File: src/rtl/sram_arbiter_pkg.sv
// Shared types and sizing constants for the two-port SRAM arbiter.
// The optional SRAM_ARB_FIXED_PRIO_EN build switch lives in sram_arbiter_rr_arb2.
package sram_arbiter_pkg;

  // Access sequencer states: grant in IDLE, macro strobe in ACCESS, ack in RESP.
  typedef enum logic [1:0] {
    IDLE   = 2'd0,
    ACCESS = 2'd1,
    RESP   = 2'd2
  } state_t;

  localparam int RAM_BYTES   = 4096;
  localparam int BANKS       = 8;
  localparam int BANK_SEL_W  = 3;
  localparam int WORD_ADDR_W = 9;

endpackage

File: src/rtl/sram_arbiter_if.sv
// Requester-side bus bundle for the SRAM arbiter: CPU port (p0) and
// Wishbone/DMA port (p1).
//
// Handshake: a requester raises pN_req with pN_we/pN_addr/pN_wdata and holds
// all four stable until it samples pN_ack = 1 (a one-cycle strobe). pN_rdata
// is valid only while pN_ack is high. After the ack the requester may drop
// pN_req or present the next request in the same cycle. Dropping pN_req
// before it has been granted cancels it with no side effect.
interface sram_arbiter_if #(
  parameter int ADDR_W = 16
);
  logic              p0_req;
  logic              p0_we;
  logic [ADDR_W-1:0] p0_addr;
  logic [7:0]        p0_wdata;
  logic              p0_ack;
  logic [7:0]        p0_rdata;

  logic              p1_req;
  logic              p1_we;
  logic [ADDR_W-1:0] p1_addr;
  logic [7:0]        p1_wdata;
  logic              p1_ack;
  logic [7:0]        p1_rdata;

  modport master (
    output p0_req, p0_we, p0_addr, p0_wdata,
    input  p0_ack, p0_rdata,
    output p1_req, p1_we, p1_addr, p1_wdata,
    input  p1_ack, p1_rdata
  );

  modport slave (
    input  p0_req, p0_we, p0_addr, p0_wdata,
    output p0_ack, p0_rdata,
    input  p1_req, p1_we, p1_addr, p1_wdata,
    output p1_ack, p1_rdata
  );
endinterface

File: src/rtl/sram_arbiter_rr_arb2.sv
// rr_arb2: two-way grant generator for the SRAM arbiter.
// Default build: round-robin, last_grant resets to 1 so port 0 wins first.
// With SRAM_ARB_FIXED_PRIO_EN defined: port 0 always wins a contest.
module sram_arbiter_rr_arb2 (
  input  logic       clk,
  input  logic       rst_n,
  input  logic [1:0] req,
  input  logic       advance,   // a grant is being taken this cycle
  output logic       gnt_valid,
  output logic       gnt_id
);

  assign gnt_valid = |req;

`ifdef SRAM_ARB_FIXED_PRIO_EN
  // Port 0 wins whenever it asks; port 1 only when port 0 is quiet.
  assign gnt_id = ~req[0];

  logic unused_inputs;
  assign unused_inputs = &{1'b0, clk, rst_n, advance};
`else
  logic last_grant;

  // On a contest the port that was not served last wins; otherwise the lone requester.
  assign gnt_id = (req[0] & req[1]) ? ~last_grant : ~req[0];

  // Remember who was granted, updated on every grant.
  always_ff @(posedge clk or negedge rst_n) begin
    if (!rst_n) begin
      last_grant <= 1'b1;
    end else if (advance && gnt_valid) begin
      last_grant <= gnt_id;
    end
  end
`endif

endmodule

File: src/rtl/sram_arbiter.sv
// Two-port arbiter in front of the 4 KiB byte-interleaved SRAM array
// (8 byte-wide macros, bank = addr[2:0], word = addr[11:3]).
// Sequence per access: IDLE (grant + latch) -> ACCESS (macro strobe) -> RESP (ack).
// Build option SRAM_ARB_FIXED_PRIO_EN selects fixed port-0 priority (see rr_arb2).
module sram_arbiter
  import sram_arbiter_pkg::*;
#(
  parameter int ADDR_W    = 16,
  parameter int RAM_BYTES = sram_arbiter_pkg::RAM_BYTES,
  parameter int BANKS     = sram_arbiter_pkg::BANKS
) (
  input  logic                   wb_clk_i,
  input  logic                   rst_n,
  sram_arbiter_if.slave          bus,
  output logic                   CEN_all,
  output logic [7:0]             WEN_all,
  output logic [WORD_ADDR_W-1:0] A_all,
  output logic [7:0]             D_all,
  output logic [BANKS-1:0]       GWEN,
  input  logic [8*BANKS-1:0]     Q,
  output state_t                 state_dbg
);

  localparam int SEL_W = $clog2(BANKS);

  state_t            state, state_nxt;
  logic              win_id;
  logic              lat_we;
  logic [ADDR_W-1:0] lat_addr;
  logic [7:0]        lat_wdata;
  logic [7:0]        rdata0_q, rdata1_q;
  logic              gnt_valid, gnt_id;
  logic              ack0, ack1;
  logic              in_range;
  logic [SEL_W-1:0]  bank;
  logic [7:0]        q_sel;
  logic [7:0]        resp_data;

  sram_arbiter_rr_arb2 u_arb (
    .clk       (wb_clk_i),
    .rst_n     (rst_n),
    .req       ({bus.p1_req, bus.p0_req}),
    .advance   (state == IDLE),
    .gnt_valid (gnt_valid),
    .gnt_id    (gnt_id)
  );

  assign in_range  = 32'(lat_addr) < 32'(RAM_BYTES);
  assign bank      = lat_addr[SEL_W-1:0];
  assign q_sel     = Q[8*int'(bank) +: 8];
  // Writes and out-of-range reads answer zero.
  assign resp_data = (!lat_we && in_range) ? q_sel : 8'h00;

  // Macro address/data come straight from the latched request.
  assign A_all     = lat_addr[SEL_W +: WORD_ADDR_W];
  assign D_all     = lat_wdata;
  assign WEN_all   = 8'h00;
  assign state_dbg = state;

  assign bus.p0_ack   = ack0;
  assign bus.p1_ack   = ack1;
  // Winner sees live bank data during RESP; the other port keeps its last value.
  assign bus.p0_rdata = (state == RESP && !win_id) ? resp_data : rdata0_q;
  assign bus.p1_rdata = (state == RESP &&  win_id) ? resp_data : rdata1_q;

  // Sequencer state register.
  always_ff @(posedge wb_clk_i or negedge rst_n) begin
    if (!rst_n) begin
      state <= IDLE;
    end else begin
      state <= state_nxt;
    end
  end

  // Capture the winning request at the grant edge.
  always_ff @(posedge wb_clk_i or negedge rst_n) begin
    if (!rst_n) begin
      win_id    <= 1'b0;
      lat_we    <= 1'b0;
      lat_addr  <= '0;
      lat_wdata <= 8'h00;
    end else if (state == IDLE && gnt_valid) begin
      win_id    <= gnt_id;
      lat_we    <= gnt_id ? bus.p1_we    : bus.p0_we;
      lat_addr  <= gnt_id ? bus.p1_addr  : bus.p0_addr;
      lat_wdata <= gnt_id ? bus.p1_wdata : bus.p0_wdata;
    end
  end

  // Hold each port's last returned byte once its RESP cycle ends.
  always_ff @(posedge wb_clk_i or negedge rst_n) begin
    if (!rst_n) begin
      rdata0_q <= 8'h00;
      rdata1_q <= 8'h00;
    end else if (state == RESP) begin
      if (win_id) begin
        rdata1_q <= resp_data;
      end else begin
        rdata0_q <= resp_data;
      end
    end
  end

  // Next state, macro strobes and acks.
  always_comb begin
    state_nxt = state;
    CEN_all   = 1'b1;
    GWEN      = '1;
    ack0      = 1'b0;
    ack1      = 1'b0;
    case (state)
      IDLE: begin
        if (gnt_valid) begin
          state_nxt = ACCESS;
        end
      end
      ACCESS: begin
        CEN_all = 1'b0;
        if (lat_we && in_range) begin
          GWEN[bank] = 1'b0;
        end
        state_nxt = RESP;
      end
      RESP: begin
        ack0      = ~win_id;
        ack1      = win_id;
        state_nxt = IDLE;
      end
      default: begin
        state_nxt = IDLE;
      end
    endcase
  end

endmodule
File: src/flat_wrapper.sv
// flat-port wrapper written by rule: the top's interface ports become plain ports
module sram_arbiter_flat import sram_arbiter_pkg::*;
#(
  parameter int ADDR_W    = 16,
  parameter int RAM_BYTES = sram_arbiter_pkg::RAM_BYTES,
  parameter int BANKS     = sram_arbiter_pkg::BANKS
)
  (wb_clk_i, rst_n, CEN_all, WEN_all, A_all, D_all, GWEN, Q, state_dbg, bus_p0_req, bus_p0_we, bus_p0_addr, bus_p0_wdata, bus_p0_ack, bus_p0_rdata, bus_p1_req, bus_p1_we, bus_p1_addr, bus_p1_wdata, bus_p1_ack, bus_p1_rdata);
  sram_arbiter_if #(.ADDR_W(ADDR_W)) bus_i ();
  input  logic wb_clk_i;
  input  logic rst_n;
  output logic CEN_all;
  output logic [7:0] WEN_all;
  output logic [WORD_ADDR_W-1:0] A_all;
  output logic [7:0] D_all;
  output logic [BANKS-1:0] GWEN;
  input  logic [8*BANKS-1:0] Q;
  output state_t state_dbg;
  input wire logic [$bits(bus_i.p0_req)-1:0] bus_p0_req;
  input wire logic [$bits(bus_i.p0_we)-1:0] bus_p0_we;
  input wire logic [$bits(bus_i.p0_addr)-1:0] bus_p0_addr;
  input wire logic [$bits(bus_i.p0_wdata)-1:0] bus_p0_wdata;
  output wire logic [$bits(bus_i.p0_ack)-1:0] bus_p0_ack;
  output wire logic [$bits(bus_i.p0_rdata)-1:0] bus_p0_rdata;
  input wire logic [$bits(bus_i.p1_req)-1:0] bus_p1_req;
  input wire logic [$bits(bus_i.p1_we)-1:0] bus_p1_we;
  input wire logic [$bits(bus_i.p1_addr)-1:0] bus_p1_addr;
  input wire logic [$bits(bus_i.p1_wdata)-1:0] bus_p1_wdata;
  output wire logic [$bits(bus_i.p1_ack)-1:0] bus_p1_ack;
  output wire logic [$bits(bus_i.p1_rdata)-1:0] bus_p1_rdata;
  assign bus_i.p0_req = bus_p0_req;
  assign bus_i.p0_we = bus_p0_we;
  assign bus_i.p0_addr = bus_p0_addr;
  assign bus_i.p0_wdata = bus_p0_wdata;
  assign bus_p0_ack = bus_i.p0_ack;
  assign bus_p0_rdata = bus_i.p0_rdata;
  assign bus_i.p1_req = bus_p1_req;
  assign bus_i.p1_we = bus_p1_we;
  assign bus_i.p1_addr = bus_p1_addr;
  assign bus_i.p1_wdata = bus_p1_wdata;
  assign bus_p1_ack = bus_i.p1_ack;
  assign bus_p1_rdata = bus_i.p1_rdata;
  sram_arbiter #(.ADDR_W(ADDR_W), .RAM_BYTES(RAM_BYTES), .BANKS(BANKS)) u_core (.wb_clk_i(wb_clk_i), .rst_n(rst_n), .bus(bus_i), .CEN_all(CEN_all), .WEN_all(WEN_all), .A_all(A_all), .D_all(D_all), .GWEN(GWEN), .Q(Q), .state_dbg(state_dbg));
endmodule
File: config.mk
export PLATFORM = sky130hd
export DESIGN_NAME = sram_arbiter_flat
export DESIGN_NICKNAME = d
export VERILOG_FILES = /design/src/rtl/sram_arbiter_pkg.sv /design/src/rtl/sram_arbiter_if.sv /design/src/rtl/sram_arbiter_rr_arb2.sv /design/src/rtl/sram_arbiter.sv /design/src/flat_wrapper.sv
export SDC_FILE = /design/constraint.sdc
export NUM_CORES = 1
export LEC_CHECK = 0
export CORE_MARGIN = 2
export CORE_UTILIZATION = 55
export CTS_BUF_LIST = sky130_fd_sc_hd__clkbuf_4
export DETAILED_ROUTE_END_ITERATION = 8
export DONT_BUFFER_PORTS = 1
export PLACE_DENSITY = 0.7
export SLEW_MARGIN = 30
export SYNTH_ARGS = -nofsm -noshare
export SYNTH_HDL_FRONTEND = slang
export SYNTH_HIERARCHICAL = 1
export SYNTH_SLANG_ARGS = --single-unit
File: constraint.sdc
create_clock -name wb_clk_i -period 4.65 [get_ports wb_clk_i]
set_input_delay 1.1625 -clock wb_clk_i [delete_from_list [all_inputs] [get_ports wb_clk_i]]
set_output_delay 1.1625 -clock wb_clk_i [all_outputs]
set_load 0.02 [all_outputs]
# Word-level counts from Yosys, hierarchy flattened
# Cells that the tools add are included.
# Widths: inputs -> output; s select.
# totals
register_bits	45
out_inout_bits	54
elab_cells	48
# classes
bitwise	5
eq_ne	3
magnitude_cmp	3
muxes	16
reduce_logical	12
shift	1
# op_table
op	count
$shiftx 64x7->8	1
$mux 8	6
$lt 16x13->1 const B	1
$mux 16	1
$not 8->8	1
$logic_and 1x1->1	6
$mux 1	6
$lt 3x4->1 const B	1
$pmux 2 s2	1
$reduce_and 2->1	2
$demux 1 s3	1
$ge 3x1->1 const B	1
$not 1->1	3
$eq 2x1->1 const B	1
$eq 2x2->1 const B	1
$logic_not 1->1	2
$logic_not 2->1	1
$mux 2	1
$ne 2x1->1 const B	1
$reduce_or 2->1	1
$and 1x1->1	1

# Depth between registers and ports, before layout
# Gate-level depths: netlist of the first run.
# logic_depth
word_depth	7
mapped_depth	6
ltp_nobuf	4

# Modules after synthesis
# The synthesis of the first run kept the hierarchy.
# by_module_without_submodules
module	instances	cells_each	seq_area_each_um2	area_each_um2
sram_arbiter	1	272	1101.1	2620.0
sram_arbiter_rr_arb2	1	6	26.3	52.6

# Worst setup path after synthesis of the first run
# OpenSTA, ideal clock, no wires.
# synth_timing
kind	input -> output
startpoint	input port Q[62]
endpoint	output port bus_p0_rdata[6]
required_time_ps	3488
setup_slack_ps	1512
cell_stages	4
n_path_buf	0
arrival_time_ps	1975
cell_sequence	mux2_1 > a22o_1 > o21ai_2 > o21ai_1
# synth_via
elab_chain_len	3
# synth_rtl
element	line	text
from (decl)	flat_wrapper.sv:17	input logic [8*BANKS-1:0] Q;
$shiftx 64x7->8	sram_arbiter.sv:50	assign q_sel = Q[8*int'(bank) +: 8];
$mux 8	sram_arbiter.sv:52	assign resp_data = (!lat_we && in_range) ? q_sel : 8'h00;
$mux 8	sram_arbiter.sv:63	assign bus.p0_rdata = (state == RESP && !win_id) ? resp_data : rdata0_q;
to (decl)	flat_wrapper.sv:24	output wire logic [$bits(bus_i.p0_rdata)-1:0] bus_p0_rdata;
# No other way between the ends.

# Worst setup path in the final report of the first run
# layout_timing
startpoint	register u_core.lat_addr[14]
endpoint	output port bus_p0_rdata[5]
# layout_via
elab_chain_len	4
# layout_rtl
element	line	text
from (decl)	sram_arbiter.sv:29	logic [ADDR_W-1:0] lat_addr;
from (signal assigned)	sram_arbiter.sv:85	lat_addr <= gnt_id ? bus.p1_addr : bus.p0_addr;
$lt 16x13->1	sram_arbiter.sv:48	assign in_range = 32'(lat_addr) < 32'(RAM_BYTES);
$logic_and 1x1->1	sram_arbiter.sv:52	
$mux 8	sram_arbiter.sv:52	
$mux 8	sram_arbiter.sv:63	
# No other way between the ends.

==> results of run 1 <==
[layer usage]
| layer | track usage | wire length, um |
|---|---|---|
| met1 | 0.220 | 2120 |
| met2 | 0.365 | 2900 |
| met3 | 0.0494 | 472 |
| met4 | 0.0808 | 111 |
| met5 | 0 | 0 |
[synthesized netlist by cell type]
cell type and n:
or3b_1 1, a21oi_1 26, a22oi_1 14, mux2_1 2, nor2b_1 4, clkbuf_1 1, mux2_4 1, nand3_1 8
a31oi_1 1, inv_2 1, mux2_2 2, dfrtp_1 44, nand3b_1 1, or2_1 1, inv_1 4, buf_12 2
nor2_2 1, and2_1 2, nor4_1 1, o21ai_2 1, o21ai_1 17, nor2_1 28, buf_4 18, nand2_1 24
clkbuf_2 1, buf_2 13, mux2i_1 53, a22o_1 2, conb_1 1, dfstp_2 1, buf_6 2
[worst max path at each step]
stage / slack [ns] / endpoint / cells after the start / startpoint
final: 1.01 / bus_p0_rdata[5] / 4 / u_core/lat_addr[14]
after global routing: 0.79 / bus_p0_rdata[5] / 4 / u_core/lat_addr[14]
after CTS: 0.94 / bus_p0_rdata[0] / 4 / u_core/lat_addr[14]
after detailed placement: 1.35 / bus_p0_rdata[0] / 4 / u_core/lat_addr[14]
after global placement: 1.32 / bus_p1_rdata[0] / 4 / u_core/lat_addr[14]
after floorplan: 1.51 / bus_p0_rdata[6] / 4 / Q[62]
[cell usage in the layout, fill, tap and decap left out, drive strengths merged]
| master | Yosys | routed |
|---|---|---|
| mux2i | 53 | 53 |
| dfrtp | 44 | 44 |
| nor2 | 29 | 29 |
| a21oi | 26 | 26 |
| nand2 | 24 | 24 |
| o21ai | 18 | 18 |
| a22oi | 14 | 14 |
| nand3 | 8 | 8 |
| conb | 1 | 8 |
| inv | 5 | 6 |
| clkbuf | 2 | 5 |
| mux2 | 5 | 5 |
| nor2b | 4 | 4 |
| a22o | 2 | 2 |
| and2 | 2 | 2 |
| buf | 35 | 2 |
| clkinv | 0 | 1 |
| clkinvlp | 0 | 1 |
| nor4 | 1 | 1 |
| nand3b | 1 | 1 |
| or3b | 1 | 1 |
| or2 | 1 | 1 |
| a31oi | 1 | 1 |
| dfstp | 1 | 1 |
[logic make-up after synthesis]
group | synth area share
compound gates | 0.132
buf+inv | 0.109
flops | 0.422
mux | 0.221
other cells | 0.00140
simple gates | 0.115
[state kept, by name (all words and copies together) (netlist names)]
register / cells
u_core/D_all: 8
u_core/u_arb/last_grant: 1
u_core/rdata1_q: 8
u_core/state_dbg: 2
u_core/win_id: 1
u_core/rdata0_q: 8
u_core/lat_addr: 16
u_core/lat_we: 1
[stage by stage]
stage | area (um^2) | util | std cells | power, mW | hold slack, ns
finish | 2610 | 0.555 | 312 | 1.66 | 0.459
CTS | 2580 | 0.549 | 311 | 1.68 | 0.449
global route | 2610 | 0.555 | 312 | 1.80 | 0.418
floorplan | 2700 | - | 285 | 1.48 | 0.476
detailed placement | 2510 | 0.536 | 303 | 1.48 | 0.502
global placement | 2510 | 0.536 | 303 | 1.45 | 0.493
[report_power, final]
part / switching [mW] / total [mW] / internal (mW)
registers: 0.204 / 0.755 / 0.551
logic: 0.447 / 0.713 / 0.266
clock network: 0.134 / 0.196 / 0.0618
[layout make-up]
type	instances	area (um^2)
Sequential cell	45	1130
Timing Repair Buffer	2	35.0
Clock inverter	3	25.0
Fill cell	433	2090
Tap cell	54	67.6
Multi-Input combinational cell	198	1290
Inverter	5	18.8
Clock buffer	5	37.5
==> qor.txt, run 1 <==
Status: completed
Die W: 73.7 um
Top cell type's share of synthesized area: 0.412
Leading area contributor after synthesis: dfrtp_1
Final RePlAce weighted congestion: 0.720
Worst-path cell chain: nor4_1, nor2b_1, nand3_1, o21ai_1
Setup Fix Bufs, Post-CTS: 0
Largest net degree at the start of global routing: 53
Netlist cell types: 31
Data arrival, critical path: 2.47 ns
Setup_tns: 0 ns
Wirelength per Cell: 18.0 um
Hold Crit Class: in2async
Cells on worst reg2reg path: 4
Io pins: 172
Critical path startpoint category: flip-flop
Syn Area/Cell: 9.61 um^2
Worst relative slew slack: 0.440
Global-route wire length before repair: 8.09 mm
Layout area overhead: -2.53%
Clk Latency, worst-skew pair: 0.37 ns
Core Footprint: 4690 um^2
Vias in the first global route: 1,667
Fmax: 0.275 GHz
Die Area: 5430 um^2
Synth warn: 6
Antenna violations before repair: 0
MaxCap Viol Count: 0
Slew Viols, Final: 0
Detailed Routing Iterations Pass 1: 4
Num Clock Sinks: 45
CTS Hold Bufs: 0
Worst Path Required: 3.49 ns
Crit Path Class: reg2out
CTS H-Tree Depth: 2
Peak VDD IR: 0.363 mV
Crit path time final: 3.64 ns
Root Driver: clkbuf_4
R2r startpoint: u_core/lat_addr[14]
Dpl hpwl: 4.29 mm
ANT cells: 0
CTS buffer count: 5
Seq cells post-synth: 45
Vias per inst: 5.88
Post-route ant nets: 0
CP bufs+invs: 0
Skew final: 0.0200 ns
Via count: 1,835
Least-Margin Pin Slew: 0.841 ns
DR iter-0 viols: 69
Reg clk slew, reported paths: 0.15 ns
Post-synthesis sequential area ratio: 0.422
Top post-synthesis cells by area: dfrtp_1 (41%), mux2i_1 (20%), buf_4 (5.1%)
Post-Route WL: 5.60 mm
Share of cells above drive strength 1: 0.0736
CP max-delay cell: nor2b_1
Final nets: 375
Row cnt: 25
CTS tree: yes
Final hold violations: 0
Drt drc: 0
DP Worst Slack: 1.35 ns
Die Height: 73.7 um
Clock Tree Buf Depth: 2
Tot GR Track Use: 0.200
Post-route clock period utilization: 0.782
Crit path max-delay family: simple AND/OR/NAND/NOR gates
GR Overflow Total: 0
CP Capture Type: output port
PortBufs: 0
Max incr delay on CP: 0.60 ns
Cells after Synth: 278
Synth Cell Area: 2670 um^2
PwrDens: 639 nW/um^2
Setup ws final: 1.01 ns
Starting Density: 0.570
Leakage: 1.21 nW
PostCTS Resize Cnt: 0
Worst reg-to-reg setup slack: 2.37 ns
Reg2Reg Capture Point: u_core/rdata0_q[5]
CP Max Fanout: 8
RSZ-0062 raised after global routing: false
Final Setup Violations: 0
No activity file was read; power rests on OpenSTA's default activity.
==> run 2, diff against run 1 <==
Settings changed: ABC_AREA set to 1, PLACE_DENSITY 0.7 to 0.73.
Clock period 4.65 ns to 3.3 ns, I/O delays scaled along.
==> run 2 against run 1 <==
Compared with the run above:
- sequential share of layout area fell by 2.0 points
- first-iteration DRC count is 71% higher
- synthesized cell count is 44% higher
- largest power group is now combinational cells
- worst setup slack worse by 0.72 ns
- register-to-register slack got worse by 1.1 ns
- utilization rose by 1.5 points
- clock-buffer cell count unchanged
- design area is 4.8% higher
- critical path depth grew 1
==> qor.txt, run 2 <==
Io pins: 172 (unchanged)
Post-synth top cells: nand2_1 (165), dfrtp_1 (44), nor2_1 (34) (was mux2i_1 (53), dfrtp_1 (44), nor2_1 (28))
Net load switching power: 1.42 mW (was 785 uW)
Syn Area/Cell: 6.96 um^2 (was 9.61 um^2)
DR iter-0 viols: 118 (was 69)
CTS Hold Bufs: 0 (unchanged)
Wirelength per Cell: 14.9 um (was 18.0 um)
Int Power: 1.24 mW (was 879 uW)
CTS tree: yes (unchanged)
Max incr delay on CP: 0.55 ns (was 0.60 ns)
CTS H-Tree Depth: 2 (unchanged)
Core Footprint: 4790 um^2 (was 4690 um^2)
Crit path max-delay family: simple AND/OR/NAND/NOR gates (unchanged)
Final hold violations: 0 (unchanged)
Drt drc: 0 (unchanged)
Largest register FFs: 16 (unchanged)
Reg clk slew, reported paths: 0.14 ns (was 0.15 ns)
Worst relative slew slack: 0.519 (was 0.440)
Starting Density: 0.580 (was 0.570)
PostCTS Resize Cnt: 0 (unchanged)
CTS buffer count: 5 (unchanged)
Largest net degree at the start of global routing: 52 (was 53)
Antenna violations before repair: 0 (unchanged)
Row cnt: 25 (unchanged)
Via count: 2,440 (was 1,835)
Clock Tree Buf Depth: 2 (unchanged)
Die Area: 5630 um^2 (was 5430 um^2)
Skew final: 0.0116 ns (was 0.0200 ns)
Fmax: 0.333 GHz
Dpl hpwl: 5.05 mm (was 4.29 mm)
Switch share: 0.533 (was 0.472)
CP bufs+invs: 2 (was 0)
Layout area overhead: -1.67% (was -2.53%)
Most frequent cells in the layout: nand2_1 (165), dfrtp_1 (44), nor2_1 (34), nand3_1 (33), a31oi_1 (25) (was mux2i_1 (53), dfrtp_1 (44), nor2_1 (28), a21oi_1 (26), nand2_1 (24))
Final RePlAce weighted congestion: 0.799 (was 0.720)
Most frequent cell after synthesis: nand2_1 (was mux2i_1)
R2r startpoint: u_core/state_dbg[1] (was u_core/lat_addr[14])
Sequential power share: 0.427 (was 0.454)
GR Overflow Total: 0 (unchanged)
Leakage: 1.37 nW (was 1.21 nW)
Cells after Synth: 399 (was 278)
Vias in the first global route: 2,102 (was 1,667)
Worst Path Required: 2.47 ns (was 3.49 ns)
Global-route wire length before repair: 9.55 mm (was 8.09 mm)
Top post-synthesis cells by area: dfrtp_1 (40%), nand2_1 (22%), buf_4 (6.0%) (was dfrtp_1 (41%), mux2i_1 (20%), buf_4 (5.1%))
Post-route clock period utilization: 0.910
Seq cells post-synth: 45 (unchanged)
Commonest non-fill, non-tap cell in the layout: nand2_1 (was mux2i_1)
Least-Margin Pin Slew: 0.716 ns (was 0.841 ns)
Data arrival, critical path: 2.18 ns (was 2.47 ns)
Post-synth EDFFs: 0 (unchanged)
Leading area contributor after synthesis: dfrtp_1 (unchanged)
Ys async rst share: 1.00 (unchanged)
Setup Fix Bufs, Post-CTS: 0 (unchanged)
CP Capture Type: output port (unchanged)
Share of cells above drive strength 1: 0.0653 (was 0.0736)
Status: completed (unchanged)
ANT cells: 0 (unchanged)
Synth warn: 6 (unchanged)
Netlist cell types: 23 (was 31)
Final nets: 500 (was 375)
CP Max Fanout: 10 (was 8)
Peak VDD IR: 0.418 mV (was 0.363 mV)
Top FF cell, synth: dfrtp_1 (unchanged)
Hold Crit Class: in2async (unchanged)
CP max-delay cell: dfrtp_1 (was nor2b_1)
Vias per inst: 5.42 (was 5.88)
RSZ-0062 raised after global routing: false (unchanged)
Final Setup Violations: 0 (unchanged)
Clk Latency, worst-skew pair: 0.35 ns (was 0.37 ns)
Synth Cell Area: 2780 um^2 (was 2670 um^2)
Top cell type's share of synthesized area: 0.397 (was 0.412)
Die W: 75.0 um (was 73.7 um)
Crit Path Class: reg2out (unchanged)
Crit path from: u_core/state_dbg[1] (was u_core/lat_addr[14])
Slew Viols, Final: 0 (unchanged)
Crit path time final: 3.00 ns
Tot GR Track Use: 0.225 (was 0.200)
Worst-path cell chain: inv_1, nor3_4, inv_1, nand2_1, nand2_1 (was nor4_1, nor2b_1, nand3_1, o21ai_1)
Final Util: 0.570 (was 0.555)
Post-Route WL: 6.72 mm (was 5.60 mm)
Reg with most FFs: u_core/lat_addr (unchanged)
MaxCap Viol Count: 0 (unchanged)
Critical path startpoint category: flip-flop (unchanged)
Die Height: 75.0 um (was 73.7 um)
Comb pwr share: 0.472 (was 0.429)
Clk network pwr share: 0.101 (was 0.118)
PwrDens: 977 nW/um^2 (was 639 nW/um^2)
Setup_tns: 0 ns (unchanged)
Post-route ant nets: 0 (unchanged)
Post-synthesis sequential area ratio: 0.406 (was 0.422)
Detailed Routing Iterations Pass 1: 5 (was 4)
PortBufs: 0 (unchanged)
Root Driver: clkbuf_4 (unchanged)
Num Clock Sinks: 45 (unchanged)
## run 2: changes by cell type after synthesis, sizes merged, moves of 14 or more
| cell | previous run | this run |
|---|---|---|
| a31oi | 1 | 25 |
| o21ai | 18 | 1 |
| mux2i | 53 | 0 |
| nand2 | 24 | 165 |
| inv | 5 | 26 |
| nand3 | 8 | 35 |
| a22oi | 14 | 0 |
## run 2: metal layers
metal / global-route usage / wire [um] / vias up
met4: 0.0437 / 62 / 0
met1: 0.251 / 2570 / 1096
li1: - / - / 1211
met5: 0 / 0 / -
met3: 0.0776 / 705 / 4
met2: 0.414 / 3380 / 129
## run 2: stage by stage
stage / power (mW) / cells / instance area, um^2 / hold WS, ns / setup WS, ns
floorplan: 2.30 / 406 / 2800 / 0.446 / 0.983
global placement: 2.38 / 442 / 2670 / 0.455 / 0.710
detailed placement: 2.42 / 442 / 2670 / 0.456 / 0.678
CTS: 2.69 / 450 / 2730 / 0.126 / 0.268
global route: 2.92 / 450 / 2730 / 0.0967 / 0.105
finish: 2.67 / 450 / 2730 / 0.141 / 0.298
## run 2: area by class of cell
type,count,area (um^2)
fillers,499,2060
multi-input cells,300,1340
flip-flops and latches,45,1130
inverters,27,101
well taps,67,83.8
clock buffers,5,37.5
repair buffers,3,22.5
clock inverters,3,21.3
## run 2: worst paths after layout
check,slack [ns],end,cells past startpoint
min,0.14,u_core/rdata1_q[3],0
max,0.30,bus_p1_rdata[5],5
max reg2reg,1.31,u_core/rdata1_q[5],5
max in group asynchronous,2.97,u_core/u_arb/last_grant,0
min in group wb_clk_i,0.48,u_core/u_arb/last_grant,2
min reg2reg,0.48,u_core/u_arb/last_grant,2
## run 2: power groups by stage
| stage | clock, mW | sequential (mW) | combinational, mW |
|---|---|---|---|
| final | 0.269 | 1.14 | 1.26 |
| after global routing | 0.311 | 1.18 | 1.43 |
| after CTS | 0.281 | 1.14 | 1.27 |
| after detailed placement | 0 | 1.15 | 1.27 |
| after global placement | 0 | 1.15 | 1.23 |
| after floorplan | 0 | 1.03 | 1.27 |
## run 2: kinds of logic after synthesis
logic type	Yosys count	synth area share
simple gates	245	0.374
buf+inv	61	0.122
compound gates	47	0.0960
flops	45	0.406
other cells	1	0.00135
